<file path="src/rtl/instr_fetch_unit.sv">
`default_nettype none
// ============================================================================
// Module      : instr_fetch_unit
// Description : Program counter and instruction register stage. Addresses the
//               program memory, registers the returned instruction and hands
//               it to the decoder over a valid/ready handshake. Handles
//               decoder redirects and stops fetching on a HALT opcode.
// Revision    : 1.0 - initial release
// ============================================================================
module instr_fetch_unit #(
    parameter int          ADDR_W       = 8,
    parameter int          INSTR_W      = 17,
    parameter logic [ADDR_W-1:0] RESET_VECTOR = 8'h00,
    parameter logic [4:0]  HALT_OPCODE  = 5'h1F
) (
    input  logic               clk,
    input  logic               reset,
    output logic [ADDR_W-1:0]  pm_addr,
    input  logic [INSTR_W-1:0] pm_data,
    output logic [INSTR_W-1:0] ir_out,
    output logic [ADDR_W-1:0]  ir_pc,
    output logic               ir_valid,
    input  logic               dec_ready,
    input  logic               redirect,
    input  logic [ADDR_W-1:0]  redirect_addr,
    output logic               halted,
    output logic [15:0]        fetch_count
);

    localparam logic [0:0] S_FETCH  = 1'b0;
    localparam logic [0:0] S_HALTED = 1'b1;

    logic [0:0]         state_q, state_d;
    logic [ADDR_W-1:0]  pc_q, pc_d;
    logic [INSTR_W-1:0] ir_out_q, ir_out_d;
    logic [ADDR_W-1:0]  ir_pc_q, ir_pc_d;
    logic               ir_valid_q, ir_valid_d;
    logic [15:0]        fetch_count_q, fetch_count_d;

    logic w_accept;
    logic w_load;
    logic w_is_halt;

    // Handshake qualifiers shared by the FSM and the datapath
    always_comb begin
        w_accept  = ir_valid_q & dec_ready;
        w_load    = (state_q == S_FETCH) & (~ir_valid_q | dec_ready);
        w_is_halt = (pm_data[INSTR_W-1 -: 5] == HALT_OPCODE);
    end

    // State register: async reset returns the stage to fetching
    always_ff @(posedge clk or posedge reset) begin
        if (reset) begin
            state_q <= S_FETCH;
        end else begin
            state_q <= state_d;
        end
    end

    // Next state: redirect always resumes fetching, a loaded HALT word stops it
    always_comb begin
        state_d = state_q;
        if (redirect) begin
            state_d = S_FETCH;
        end else if (w_load && w_is_halt) begin
            state_d = S_HALTED;
        end
    end

    // Outputs decoded from state
    always_comb begin
        halted = (state_q == S_HALTED);
    end

    // Datapath next values: redirect flushes, load captures, else hold
    // (a pending IR in HALTED is dropped once the decoder accepts it)
    always_comb begin
        pc_d          = pc_q;
        ir_out_d      = ir_out_q;
        ir_pc_d       = ir_pc_q;
        ir_valid_d    = ir_valid_q;
        fetch_count_d = fetch_count_q;
        if (redirect) begin
            pc_d       = redirect_addr;
            ir_valid_d = 1'b0;
        end else if (w_load) begin
            ir_out_d      = pm_data;
            ir_pc_d       = pc_q;
            ir_valid_d    = 1'b1;
            fetch_count_d = fetch_count_q + 16'd1;
            pc_d          = w_is_halt ? pc_q : pc_q + ADDR_W'(1);
        end else if (w_accept) begin
            ir_valid_d = 1'b0;
        end
    end

    // Datapath registers
    always_ff @(posedge clk or posedge reset) begin
        if (reset) begin
            pc_q          <= RESET_VECTOR;
            ir_out_q      <= '0;
            ir_pc_q       <= '0;
            ir_valid_q    <= 1'b0;
            fetch_count_q <= '0;
        end else begin
            pc_q          <= pc_d;
            ir_out_q      <= ir_out_d;
            ir_pc_q       <= ir_pc_d;
            ir_valid_q    <= ir_valid_d;
            fetch_count_q <= fetch_count_d;
        end
    end

    assign pm_addr     = pc_q;
    assign ir_out      = ir_out_q;
    assign ir_pc       = ir_pc_q;
    assign ir_valid    = ir_valid_q;
    assign fetch_count = fetch_count_q;

endmodule
`default_nettype wire

</file>
<file path="config.mk">
export PLATFORM = sky130hd
export DESIGN_NAME = instr_fetch_unit
export DESIGN_NICKNAME = d
export VERILOG_FILES = /design/src/rtl/instr_fetch_unit.sv
export SDC_FILE = /design/constraint.sdc
export NUM_CORES = 1
export LEC_CHECK = 0
export CELL_PAD_IN_SITES_DETAIL_PLACEMENT = 1
export CELL_PAD_IN_SITES_GLOBAL_PLACEMENT = 2
export CORE_MARGIN = 4
export CORE_UTILIZATION = 30
export CTS_BUF_LIST = sky130_fd_sc_hd__clkbuf_4 sky130_fd_sc_hd__clkbuf_8
export CTS_CLUSTER_DIAMETER = 30
export DETAILED_ROUTE_END_ITERATION = 6
export DONT_BUFFER_PORTS = 1
export PLACE_DENSITY_LB_ADDON = 0.2
export REMOVE_ABC_BUFFERS = 1
export SLEW_MARGIN = 20
export SYNTH_ARGS = -nofsm -noshare
export SYNTH_HDL_FRONTEND = slang
export SYNTH_SLANG_ARGS = --single-unit
</file>
<file path="constraint.sdc">
create_clock -name clk -period 4.32 [get_ports clk]
set_input_delay 0.648 -clock clk [delete_from_list [all_inputs] [get_ports clk]]
set_output_delay 0.648 -clock clk [all_outputs]
set_load 0.05 [all_outputs]
</file>
Yosys cells after proc, flatten, opt, wreduce, memory -nomap -nowiden
Cells that the tools add are included.
{ "word_totals": {"ramBits": 0, "input_bits": 29, "latchBits": 0, "mem_count": 0, "register_bits": 51, "romBits": 0, "wordCells": 30} }
{ "op_classes": {"mux": 8, "n_reduce_logical": 6, "div": 0, "n_bitwise": 6, "n_eq_ne": 2, "order_cmp": 0, "addsub": 2, "n_mul": 0, "n_shift": 0} }
{ "ops": {"columns": ["op", "n"], "rows": [
  ["$mux 8", 3],
  ["$add 16x1->16 const B", 1],
  ["$add 8x1->8 const B", 1],
  ["$eq 5x5->1 const B", 1],
  ["$mux 1", 5],
  ["$reduce_and 2->1", 2],
  ["$reduce_bool 2->1", 2],
  ["$not 1->1", 3],
  ["$reduce_bool 3->1", 1],
  ["$and 1x1->1", 2],
  ["$ne 2x2->1 const B", 1],
  ["$logic_and 1x1->1", 1],
  ["$or 1x1->1", 1]
]} }

Depth between registers and ports, before layout
{ "depth": {"ltp_word": 6, "mapped_depth": 7, "mapped_depth_nobuf": 4} }

Least setup slack after synthesis
OpenSTA, ideal clock, no wires.
{ "synth_path": {"path_type": "input port to flip-flop", "start": "in redirect", "end": "reg fetch_count_q[8] (netlist: fetch_count[8])", "n_path_buf": 1, "stages": 5, "arrival_ns": 1.845, "t_required_ns": 4.179, "slack_ns": 2.334, "cell_sequence": "buf_2 -> or2_2 -> nor4b_2 -> nand4_1 -> xnor2_1"} }
{ "synth_between": {"elab_chain_cells": 2} }
{ "synth_lines": {"columns": ["element", "line_no", "source"], "rows": [
  ["start, declared", "24", "input logic redirect,"],
  ["$not 1->1 (no line)", null, null],
  ["$reduce_and 2->1 (no line)", null, null],
  ["end signal, assigned", "110", "fetch_count_q <= fetch_count_d;"],
  ["end, declared", "38", "logic [15:0] fetch_count_q, fetch_count_d;"]
]} }
Every way passes these cells.
A chain may end at the register's enable or synchronous reset.

Final worst setup path
{ "layout_path": {"start": "reg state_q (netlist: halted)", "end": "reg fetch_count_q[4] (netlist: fetch_count[4])"} }
{ "layout_between": {"elab_chain_cells": 3} }
{ "layout_lines": {"columns": ["element", "line_no", "source"], "rows": [
  ["start, declared", "33", "logic [0:0] state_q, state_d;"],
  ["start signal, assigned", "56", "state_q <= state_d;"],
  ["$not 1->1", "47", "w_load = (state_q == S_FETCH) & (~ir_valid_q | dec_ready);"],
  ["$and 1x1->1", "47", null],
  ["$reduce_and 2->1 (no line)", null, null]
]} }
Every way passes these cells.

==> metrics.md <==
| Metric | Value |
|---|---|
| Status | `completed` |
| DR iter-0 viols | `52` |
| Critical path arrival | `2.45 ns` |
| Vias per Instance | `4.85` |
| Slew @ Worst Pin | `0.670 ns` |
| Final slew viol count | `0` |
| Hold slack | `0.286 ns` |
| Die Ht | `93.6 um` |
| Post-synthesis cell type count | `32` |
| Reg-to-reg slack, setup | `2.04 ns` |
| Wire per inst | `17.1 um` |
| CTS tree | `done` |
| Clock Sinks | `51` |
| CTS Buf Count | `5` |
| Cells along the critical path | `or2_2 -> nor2_2 -> buf_4 -> nand4_1 -> xnor2_1` |
| I/O pins | `80` |
| Hold WC Path Type | `in2async` |
| P_leak | `1.10 nW` |
| Routing usage on met1 | `0.175` |
| Initial antenna violation count | `0` |
| Clock buffer depth | `2` |
| Avg Cell Area, Syn | `9.72 um^2` |
| Synth-to-layout area growth | `8.43%` |
| WS Path Type | `reg2reg` |
| Commonest non-fill, non-tap cell in the layout | `nand2_1` |
| Die area | `8760 um^2` |
| Core Rows | `30` |
| Placed inst area | `2290 um^2` |
| Most frequent cells in the layout | `89 x nand2_1, 51 x dfrtp_1, 15 x xnor2_1` |
| Width of the chip | `93.6 um` |
| First-pass GRT wire length | `9120 um` |
| Routability cong. | `0.725` |
| CP Max Fanout | `17` |
| Post-route cell area | `2380 um^2` |
| Setup TNS | `0 ns` |
| Cell Pwr Density | `551 nW/um^2` |
| Input/output buffers | `0` |
| GRT Total Usage | `0.133` |
| Warnings from Yosys | `0` |
| Final wirelength | `5520 um` |
| Postcts setup bufs | `0` |
| GR Util met3 | `0.0555` |
| CP peak stage delay | `0.61 ns` |
| Req. time, crit path | `4.49 ns` |
| R2R Path Start | `halted$_DFFE_PP0P_` |
| Fmax | `438 MHz` |
| Share of cells above drive strength 1 | `0.0749` |
| Synth area leaders | `dfrtp_1 58%, nand2_1 15%, xnor2_1 6.0%` |
| Vias in the first global route | `1649` |
| RSZ-0062 raised after global routing | `no` |
| DRC | `0` |
| Post-cts resize count | `0` |
| Final Cycle Share | `0.528` |
| Busiest layer in global routing | `met2` |
| Post-Syn Instances | `226` |
| Core Region | `6940 um^2` |
| Sequential share of the synthesized area | `0.581` |
| 1st-pass router iterations | `4` |
| CTS H-tree lvls | `2` |
| RR Endpoint | `fetch_count[4]$_DFFE_PP0P_` |
| Worst path slowest cell | `dfrtp_1` |
| Final antenna-violating net count | `0` |
| Root Driver | `clkbuf_8` |
| Total gr overflow | `0` |
| # Max-Cap Violations | `0` |
| CP Launch Type | `flop` |
| Post-Syn Area | `2200 um^2` |
| Clock transition at the registers of the reported paths | `0.09 ns` |
| Clock latency on the worst-skew pair | `0.30 ns` |
| Antenna cells | `0` |
| Yosys reg bits | `51` |
| Top-area cell type share of the netlist area | `0.581` |
| Rel. slew slack | `0.554` |
| Detailed Place HPWL | `4030 um` |
| Final setup fails | `0` |
| Initial Util | `0.316` |
| Vias | `1566` |
| Setup Skew | `0.00738 ns` |
| Crit. End Element | `flop` |
| Top cell type by total area after synthesis | `dfrtp_1` |
| Maximum VDD drop | `0.160 mV` |
| Final Hold Viols | `0` |
| NumNets Final | `257` |
| Met2 GRT Util | `0.199` |
| Pin count of the biggest net entering global routing | `28` |
| Hold_buf cts | `0` |
| FF-to-FF path depth | `5` |
| Min Tclk post-route | `2.28 ns` |
[synth_stat cells]
cell type  number
a211o_1         1
a211oi_1        1
a21oi_1         1
a31oi_1         6
and2_1          1
and3_1          1
and4_1          2
and4_4          1
buf_1           1
buf_2           2
buf_6           1
clkbuf_1        5
dfrtp_1        51
ha_1            2
inv_1           3
mux2i_1         1
nand2_1        89
nand2b_1        2
nand3_1         9
nand4_1         5
nor2_1          7
nor2b_1         1
nor4_4          1
nor4b_2         1
o211ai_1        1
o21ai_0         4
o31ai_1         3
or2_2           1
or3_1           2
or4_1           4
xnor2_1        15
xor2_1          1
[layer usage]
metal | vias to the layer above | part of all wire
met5 | - | 0
met4 | 0 | 0.011
met3 | 5 | 0.10
met2 | 56 | 0.43
met1 | 763 | 0.46
li1 | 742 | -
[critical path, delay by kind of cell, from the launching register on]
| family | cells | cell delay [ns] |
|---|---|---|
| flip-flops | 1 | 0.61 |
| XOR/XNOR | 1 | 0.17 |
| AND/OR/NAND/NOR | 3 | 1.06 |
| buffers and inverters | 1 | 0.32 |
[where the power goes]
group	leakage [nW]	switching, mW	total [mW]	internal, mW
logic	0.416	0.0797	0.139	0.0592
clock network	0.0491	0.150	0.277	0.127
registers	0.635	0.353	0.897	0.543
total	1.10	0.583	1.31	0.729
[area by class of cell]
cell class                      count  area, um^2
Multi-Input combinational cell    163         871
Sequential cell                    51        1280
Fill cell                         810        4560
Tap cell                           96         120
Clock inverter                      1        5.00
Clock buffer                        7        83.8
Timing Repair Buffer                2        15.0
Inverter                            3        11.3
[metrics by stage]
| stage | worst slack [ns] | utilization | power [mW] | cells |
|---|---|---|---|---|
| finish | 2.04 | 0.343 | 1.31 | 323 |
| detailed placement | 1.98 | 0.330 | 1.05 | 315 |
| global placement | 2.02 | 0.330 | 1.05 | 315 |
| CTS | 1.98 | 0.343 | 1.34 | 323 |
| global route | 1.84 | 0.343 | 1.39 | 323 |
| floorplan | 1.90 | - | 0.992 | 217 |
[logic make-up after synthesis]
group / Yosys count / share of synthesized area
adder cells (fa/ha/maj): 2 / 0.0114
XOR/XNOR: 16 / 0.0638
buffers and inverters: 12 / 0.0251
multiplexers: 1 / 0.00456
flip-flops: 51 / 0.581
AO/OA/AOI/OAI: 17 / 0.0495
AND/OR/NAND/NOR: 127 / 0.265
[sequential cells by signal (all words and copies together), names as in the netlist]
register     cells
ir_out          17
fetch_count     16
ir_valid         1
pm_addr          8
halted           1
ir_pc            8
[worst max-delay path by stage]
stage	start	end	slack (ns)
2_1_floorplan	halted$_DFFE_PP0P_	fetch_count[3]$_DFFE_PP0P_	1.90
3_3_place_gp	halted$_DFFE_PP0P_	fetch_count[4]$_DFFE_PP0P_	2.02
3_5_place_dp	halted$_DFFE_PP0P_	fetch_count[4]$_DFFE_PP0P_	1.98
4_1_cts	halted$_DFFE_PP0P_	fetch_count[4]$_DFFE_PP0P_	1.98
5_1_grt	halted$_DFFE_PP0P_	fetch_count[3]$_DFFE_PP0P_	1.84
6_report	halted$_DFFE_PP0P_	fetch_count[4]$_DFFE_PP0P_	2.04
(Power assumes the default switching activity.)
